===== config.mk =====
export PLATFORM = sky130hd
export DESIGN_NAME = alu_arbiter
export DESIGN_NICKNAME = d
export VERILOG_FILES = /design/src/rtl/alu_arbiter.sv
export SDC_FILE = /design/constraint.sdc
export NUM_CORES = 1
export LEC_CHECK = 0
export BUFFER_PORTS_ARGS = -buffer_cell sky130_fd_sc_hd__buf_2
export CAP_MARGIN = 40
export CORE_AREA = 2 2 107 109
export DETAILED_ROUTE_END_ITERATION = 16
export DIE_AREA = 0 0 109 111
export PLACE_DENSITY = 0.63
export SLEW_MARGIN = 20
export SYNTH_ARGS = -nofsm -noshare
export SYNTH_HDL_FRONTEND = slang
export SYNTH_SLANG_ARGS = --single-unit

===== constraint.sdc =====
create_clock -name clk -period 1.8 [get_ports clk]
set_clock_uncertainty 0.15 [all_clocks]
set_input_delay 0.27 -clock clk [delete_from_list [all_inputs] [get_ports clk]]
set_output_delay 0.27 -clock clk [all_outputs]
set_load 0.01 [all_outputs]

===== src/rtl/alu_arbiter.sv =====
// Round-robin arbiter sharing one combinational ALU between two requesters
// (port 0: EXU integer ops, port 1: branch/jump unit). One transaction is held
// at a time. A drain and a new grant in the same cycle sustain one result per cycle.
module alu_arbiter #(
  parameter int                DATA_W  = 32,
  parameter int                ALUC_W  = 4,
  parameter logic [ALUC_W-1:0] IDLE_OP = {ALUC_W{1'b0}}
) (
  input  logic              clk,
  input  logic              rst_n,
  // request channel
  input  logic [1:0]        req_valid,
  output logic [1:0]        req_ready,
  input  logic [ALUC_W-1:0] req_aluc0,
  input  logic [ALUC_W-1:0] req_aluc1,
  input  logic [DATA_W-1:0] req_num1_0,
  input  logic [DATA_W-1:0] req_num1_1,
  input  logic [DATA_W-1:0] req_num2_0,
  input  logic [DATA_W-1:0] req_num2_1,
  // response channel
  output logic [1:0]        rsp_valid,
  input  logic [1:0]        rsp_ready,
  output logic [DATA_W-1:0] rsp_result,
  // shared ALU
  output logic [ALUC_W-1:0] alu_aluc,
  output logic [DATA_W-1:0] alu_num1,
  output logic [DATA_W-1:0] alu_num2,
  input  logic [DATA_W-1:0] alu_result
);

  typedef enum logic {
    S_IDLE = 1'b0,
    S_RESP = 1'b1
  } state_t;

  state_t             r_state;
  state_t             w_state_nxt;
  logic               r_prio;
  logic               r_rsp_id;
  logic [DATA_W-1:0]  r_rsp_result;

  logic               w_can_grant;
  logic               w_grant;
  logic               w_winner;

  // Arbitration: a slot is free when idle or when the held result drains now.
  // Reset holds the grant low so the ALU and requesters see a quiet interface.
  always_comb begin
    w_can_grant = 1'b0;
    w_grant     = 1'b0;
    w_winner    = 1'b0;
    if (!rst_n) begin
      w_can_grant = 1'b0;
    end else begin
      if (r_state == S_IDLE) begin
        w_can_grant = 1'b1;
      end else begin
        w_can_grant = rsp_ready[r_rsp_id];
      end
      case (req_valid)
        2'b01:   w_winner = 1'b0;
        2'b10:   w_winner = 1'b1;
        2'b11:   w_winner = r_prio;
        default: w_winner = 1'b0;
      endcase
      w_grant = w_can_grant & (|req_valid);
    end
  end

  // Request acceptance and ALU input mux; idle opcode keeps the ALU on a legal code.
  always_comb begin
    req_ready = 2'b00;
    alu_aluc  = IDLE_OP;
    alu_num1  = {DATA_W{1'b0}};
    alu_num2  = {DATA_W{1'b0}};
    if (w_grant) begin
      if (w_winner) begin
        req_ready = 2'b10;
        alu_aluc  = req_aluc1;
        alu_num1  = req_num1_1;
        alu_num2  = req_num2_1;
      end else begin
        req_ready = 2'b01;
        alu_aluc  = req_aluc0;
        alu_num1  = req_num1_0;
        alu_num2  = req_num2_0;
      end
    end else begin
      req_ready = 2'b00;
    end
  end

  // Next-state logic: a grant always lands in RESP; a drain without grant returns to IDLE.
  always_comb begin
    w_state_nxt = r_state;
    case (r_state)
      S_IDLE: begin
        if (w_grant) begin
          w_state_nxt = S_RESP;
        end else begin
          w_state_nxt = S_IDLE;
        end
      end
      S_RESP: begin
        if (w_grant) begin
          w_state_nxt = S_RESP;
        end else if (rsp_ready[r_rsp_id]) begin
          w_state_nxt = S_IDLE;
        end else begin
          w_state_nxt = S_RESP;
        end
      end
      default: w_state_nxt = S_IDLE;
    endcase
  end

  // State register.
  always_ff @(posedge clk or negedge rst_n) begin
    if (!rst_n) begin
      r_state <= S_IDLE;
    end else begin
      r_state <= w_state_nxt;
    end
  end

  // Result capture, owner tag and round-robin pointer update on each grant.
  always_ff @(posedge clk or negedge rst_n) begin
    if (!rst_n) begin
      r_rsp_result <= {DATA_W{1'b0}};
      r_rsp_id     <= 1'b0;
      r_prio       <= 1'b0;
    end else if (w_grant) begin
      r_rsp_result <= alu_result;
      r_rsp_id     <= w_winner;
      r_prio       <= ~w_winner;
    end else begin
      r_rsp_result <= r_rsp_result;
      r_rsp_id     <= r_rsp_id;
      r_prio       <= r_prio;
    end
  end

  // Response outputs are decoded purely from registered state.
  always_comb begin
    rsp_valid  = 2'b00;
    rsp_result = r_rsp_result;
    if (r_state == S_RESP) begin
      if (r_rsp_id) begin
        rsp_valid = 2'b10;
      end else begin
        rsp_valid = 2'b01;
      end
    end else begin
      rsp_valid = 2'b00;
    end
  end

endmodule


==> out/metrics.csv, run 1 <==
metric,value,unit
Yosys reg bits,35,
latest clock arrival within the worst-skew pair,270,ps
met1 usage in global routing,19.6,%
final setup margin,-286,ps
failing checks,negative setup slack,
CTS Buffer Depth,2,
io pins,278,
H-tree depth,2,
ANT cells,0,
pwr dens,769,nW/um^2
worst path cell trace,mux2_4 -> o21ai_4 -> buf_4 -> clkbuf_16 -> a21oi_1 -> buf_2,
Die ar.,12100,um^2
WP data required,1380,ps
clk slew on worst S/H paths,50,ps
CP startpoint kind,flop,
"Buf+Inv Stages, Crit Path",3,
global-route wire length before repair,15600,um
NumNets Final,771,
CP Capture Type,primary output,
P_sw,1.15,mW
Cell variety after synth,20,
Hold Path Class,input port to flop,
crit path max-delay cell type,dfrtp_1,
final hold vios,0,
most area-hungry cell type in the Yosys netlist,dfrtp_1,
Max Clk Rate,479,MHz
Synth top area share,31.6,%
R2R Path Start,r_rsp_id$_DFFE_PN0P_,
ys flop type,dfrtp_1,
antenna violations before repair,0,
largest net degree at the start of global routing,85,
met3 usage,2.82,%
R2R cell count,5,
setup repair after global routing missed its margin,true,
busiest grt layer,met2,
HPWL after DPL,7670,um
Sw Share,31.8,%
worst endpoint data arrival time,1670,ps
synth-to-layout area growth,69.5,%
core area,11100,um^2
syn avg cell area,8.37,um^2
CTS tree,built,
internal reg-to-reg setup slack,-100,ps
Flop pwr share,29.0,%
via count,3626,
Place WS,-31.9,ps
final core utilization,42.4,%
Pint,2.46,mW
synth warn,0,
Peak VDD IR,1.10,mV
combinational power share,43.4,%
hold depth,2,
GPL Wtd Cong,0.989,
ranking of synthesized cells by area,"dfrtp_1, nand3b_1, o21ai_0",
synthesized instance count,331,
post-synthesis async set-or-reset flop share,100,%
share of layout cells above drive strength 1,57.2,%
Top delay family on crit path,buffers and inverters,
cell row count,39,
crit path max fanout,13,
"count leader, synth",o21ai_0,
Slew HR,67.2,%
total CTS buffers,5,
leakage power,2.35,nW
Mapped Area,2770,um^2
Clk pwr share,27.6,%
DR vias/cell,4.89,
commonest cells in the netlist,"o21ai_0, a21oi_1, nand3b_1",
sequential area share after synthesis,31.6,%
"EDFF count, synth",0,
WHS Endpoint,rsp_result[30]$_DFFE_PN0P_,
initial core utilization,25.0,%
drt first pass iters,5,
Tmin final,2090,ps
CP max stage delay,390,ps
Slew @ Worst Pin,492,ps
fin crit share,116,%
Max Slew Vio Count,0,
Routed WL,11000,um
drt wl/cell,14.8,um
setup violators final,92,
CTS sink cnt,35,
GR Overflow Total,0,
GRT Overall Usage,15.9,%
IO buf count,277,
ANT nets after route,0,
kind of critical path,flop to primary output,
syn nets,505,
DRC,0,
initial DRC count,263,
worst reg2reg path endpoint,rsp_result[31]$_DFFE_PN0P_,
root buf cell,clkbuf_16,
Chip Height,111,um
vias in the first global route,3246,
run status,finished with violations,
Hold Path Origin,alu_result[30],
DIE WIDTH,109,um
met2 Use GR,28.1,%
Max-cap violations,0,
-- flip-flops by register name (all words and copies together) (netlist names) --
name	flops
r_prio	1
r_state	1
rsp_result	32
r_rsp_id	1
-- metrics by stage --
step	instance area [um^2]	std cells	total power [mW]	hold WS (ps)	setup TNS, ps
after detailed placement	4300	721	2.49	-74.1	-855
after global routing	4690	741	3.85	49.6	-25130
final	4690	741	3.61	58.6	-19550
after global placement	4300	721	2.46	-75.1	0
after CTS	4600	737	3.59	50.9	-20490
after floorplan	2770	331	1.87	-176	0
-- layer usage --
layer / wire length [um] / part of all wire, %
met1: 4600 / 42
met4: 172 / 1.6
met3: 913 / 8.3
met5: 0 / 0
met2: 5300 / 48
-- area by class of cell --
cell class	count	area (um^2)
sequential	35	876
fill	1135	6380
clock buffer	6	139
multi-input combinational	253	1680
inverter	2	7.51
timing repair buffer	300	1780
clock inverter	2	35.0
tap	143	179
-- power by group through the flow --
stage,Combinational (mW),Sequential [mW],Clock (mW)
finish,1.57,1.05,0.996
global route,1.71,1.07,1.07
CTS,1.51,1.05,1.03
detailed placement,1.44,1.06,0
global placement,1.41,1.05,0
floorplan,0.736,1.13,0
-- worst reg2reg max path: stages (launching register included) --
cell and delay (ps):
dfrtp_1 390, mux2_4 320, o21ai_4 150, buf_4 170
bufbuf_16 280, mux2_2 330
-- cells by family after synthesis --
kind of cell / synth area share [%]
buf+inv: 8.04
flops: 31.6
simple gates: 20.1
mux: 14.0
compound gates: 26.3
-- how the worst max path moves through the flow --
stage	cells after the start	slack (ps)	startpoint	to
final	6	-290	r_rsp_id$_DFFE_PN0P_	alu_num2[6]
after global routing	6	-350	r_rsp_id$_DFFE_PN0P_	alu_num2[30]
after CTS	6	-300	r_rsp_id$_DFFE_PN0P_	alu_num2[5]
after detailed placement	5	-30	r_rsp_id$_DFFE_PN0P_	alu_num2[30]
after global placement	5	9	r_rsp_id$_DFFE_PN0P_	alu_num1[13]
after floorplan	5	100	r_rsp_id$_DFFE_PN0P_	req_ready[0]
-- placed cells by master, fill, tap and decap left out --
cell and instances:
buf_2 277, buf_4 8, inv_1 1, nand3b_1 68, o21a_1 1, buf_16 2, and2_1 1, nor2_1 2
nor2b_1 2, bufinv_16 1, o21ai_4 1, mux2_4 1, clkbuf_16 8, buf_12 8, clkinv_2 1, a21oi_1 70
nand2b_1 2, dfrtp_1 35, bufbuf_16 1, mux2_1 2, inv_2 1, o21ai_0 71, clkbuf_8 1, nor2b_4 1
dlygate4sd3_1 1, mux2_2 31
-- what timing repair did --
item | CTS | global route
endpoints found under the hold margin | 35 | 0
gates resized for setup | 2 | 0
endpoints found under the setup margin | 103 | 103
buffers inserted | 4 | 1
gates cloned | 3 | 3
hold buffers | 1 | 0
pin swaps | 0 | 0
Note: power is estimated with default switching activity, not from simulation.
==> run 2, diff against run 1 <==
- clock period: 1.8 -> 2.15 ns (I/O delays scaled with it)
==> out/metrics.csv, run 2 (synthesis results as in run 1) <==
metric,value,unit
run status,finished with violations,
failing checks,negative setup slack,
DIE WIDTH,109,um
share of layout cells above drive strength 1,59.7,%
post-layout power,3.07,mW
worst endpoint data arrival time,1700,ps
via count,3716,
CP startpoint kind,flop,
fin crit share,101,%
"commonest cells after routing, fill and taps aside","buf_2, o21ai_0, nand3b_1",
Flop pwr share,28.6,%
clk slew on worst S/H paths,60,ps
io pins,278,
crit path max-delay cell type,dfrtp_1,
CTS sink cnt,35,
crit path max fanout,9,
Chip Height,111,um
area post-placement,4240,um^2
Final Cell Area,4780,um^2
GPL Wtd Cong,0.951,
latest clock arrival within the worst-skew pair,270,ps
total CTS buffers,5,
DRC,0,
WP data required,1680,ps
setup repair after global routing missed its margin,true,
Hold Path Class,input port to flop,
vias in the first global route,3334,
setup TNS,-163,ps
Max-cap violations,0,
Max Clk Rate,461,MHz
drt wl/cell,16.0,um
CP Capture Type,primary output,
P_sw,1.01,mW
drt first pass iters,5,
initial core utilization,25.0,%
synth-to-layout area growth,72.7,%
pwr dens,641,nW/um^2
DR vias/cell,5.01,
NumNets Final,772,
final setup margin,-20.5,ps
global-route wire length before repair,16100,um
final core utilization,43.2,%
combinational power share,45.4,%
max reg flops,32,
antenna violations before repair,0,
root buf cell,clkbuf_16,
Sw Share,33.0,%
Place WS,157,ps
GRT Overall Usage,16.3,%
Max Slew Vio Count,0,
Pint,2.05,mW
Tmin final,2170,ps
worst path cell trace,mux2_4 -> o21ai_4 -> buf_8 -> clkbuf_16 -> a21oi_1 -> buf_2,
cell row count,39,
"Buf+Inv Stages, Crit Path",3,
Die ar.,12100,um^2
final hold vios,0,
Top delay family on crit path,buffers and inverters,
kind of critical path,flop to primary output,
Clk pwr share,26.0,%
setup violators final,23,
CTS Buffer Depth,2,
IO buf count,277,
CP max stage delay,390,ps
GR Overflow Total,0,
largest net degree at the start of global routing,69,
ANT nets after route,0,
initial DRC count,303,
Routed WL,11800,um
leakage power,2.36,nW
HPWL after DPL,7460,um
Slew HR,69.8,%
core area,11100,um^2
Slew @ Worst Pin,453,ps
CTS tree,built,
"commonest non-fill, non-tap cell in the layout",buf_2,
ANT cells,0,
H-tree depth,2,
Peak VDD IR,0.734,mV
run 2: changes by cell type in the layout (fill, tap and decap cells not counted), sizes merged:
cell / previous run / this run
clkbuf: 9 / 10
clkinv: 1 / 0
run 2: worst paths after layout:
check	startpoint	endpoint	slack, ps	cells after the start
max	r_rsp_id$_DFFE_PN0P_	alu_num2[29]	-20	6
max reg2reg	r_rsp_id$_DFFE_PN0P_	rsp_result[0]$_DFFE_PN0P_	80	6
min in group asynchronous	rst_n	rsp_result[26]$_DFFE_PN0P_	510	3
min	alu_result[30]	rsp_result[30]$_DFFE_PN0P_	120	2
max in group asynchronous	rst_n	rsp_result[24]$_DFFE_PN0P_	1020	3
min reg2reg	rsp_result[18]$_DFFE_PN0P_	rsp_result[18]$_DFFE_PN0P_	350	1
run 2: layer usage:
layer | vias up | wire, um | track usage [%]
li1 | 1738 | - | -
met1 | 1751 | 4840 | 20.4
met2 | 217 | 5740 | 28.8
met3 | 10 | 1140 | 2.94
met4 | 0 | 110 | 3.25
met5 | - | 0 | 0
run 2: power by group through the flow:
stage	registers (mW)	logic [mW]	clock network, mW
final	0.877	1.39	0.797
after global routing	0.898	1.50	0.851
after CTS	0.877	1.28	0.810
after detailed placement	0.885	1.18	0
after global placement	0.881	1.15	0
after floorplan	0.947	0.616	0
run 2: stage by stage:
step	hold slack [ps]	cells
2_1_floorplan	-123	331
3_3_place_gp	264	717
3_5_place_dp	281	717
4_1_cts	117	732
5_1_grt	119	741
6_report	119	741
run 2: final cells by class:
cell class | instances | area (um^2)
clock inverter | 1 | 30.0
sequential | 35 | 876
multi-input combinational | 253 | 1740
tap | 143 | 179
timing repair buffer | 301 | 1820
inverter | 2 | 7.51
clock buffer | 6 | 129
fill | 1090 | 6290
run 2: repair_timing:
action,4_1_cts,5_1_grt
hold buffers,1,0
pin swaps,1,2
resized for setup,4,20
hold endpoints to repair,35,0
setup buffers,3,4
cloned,4,5
endpoints found under the setup margin,49,70
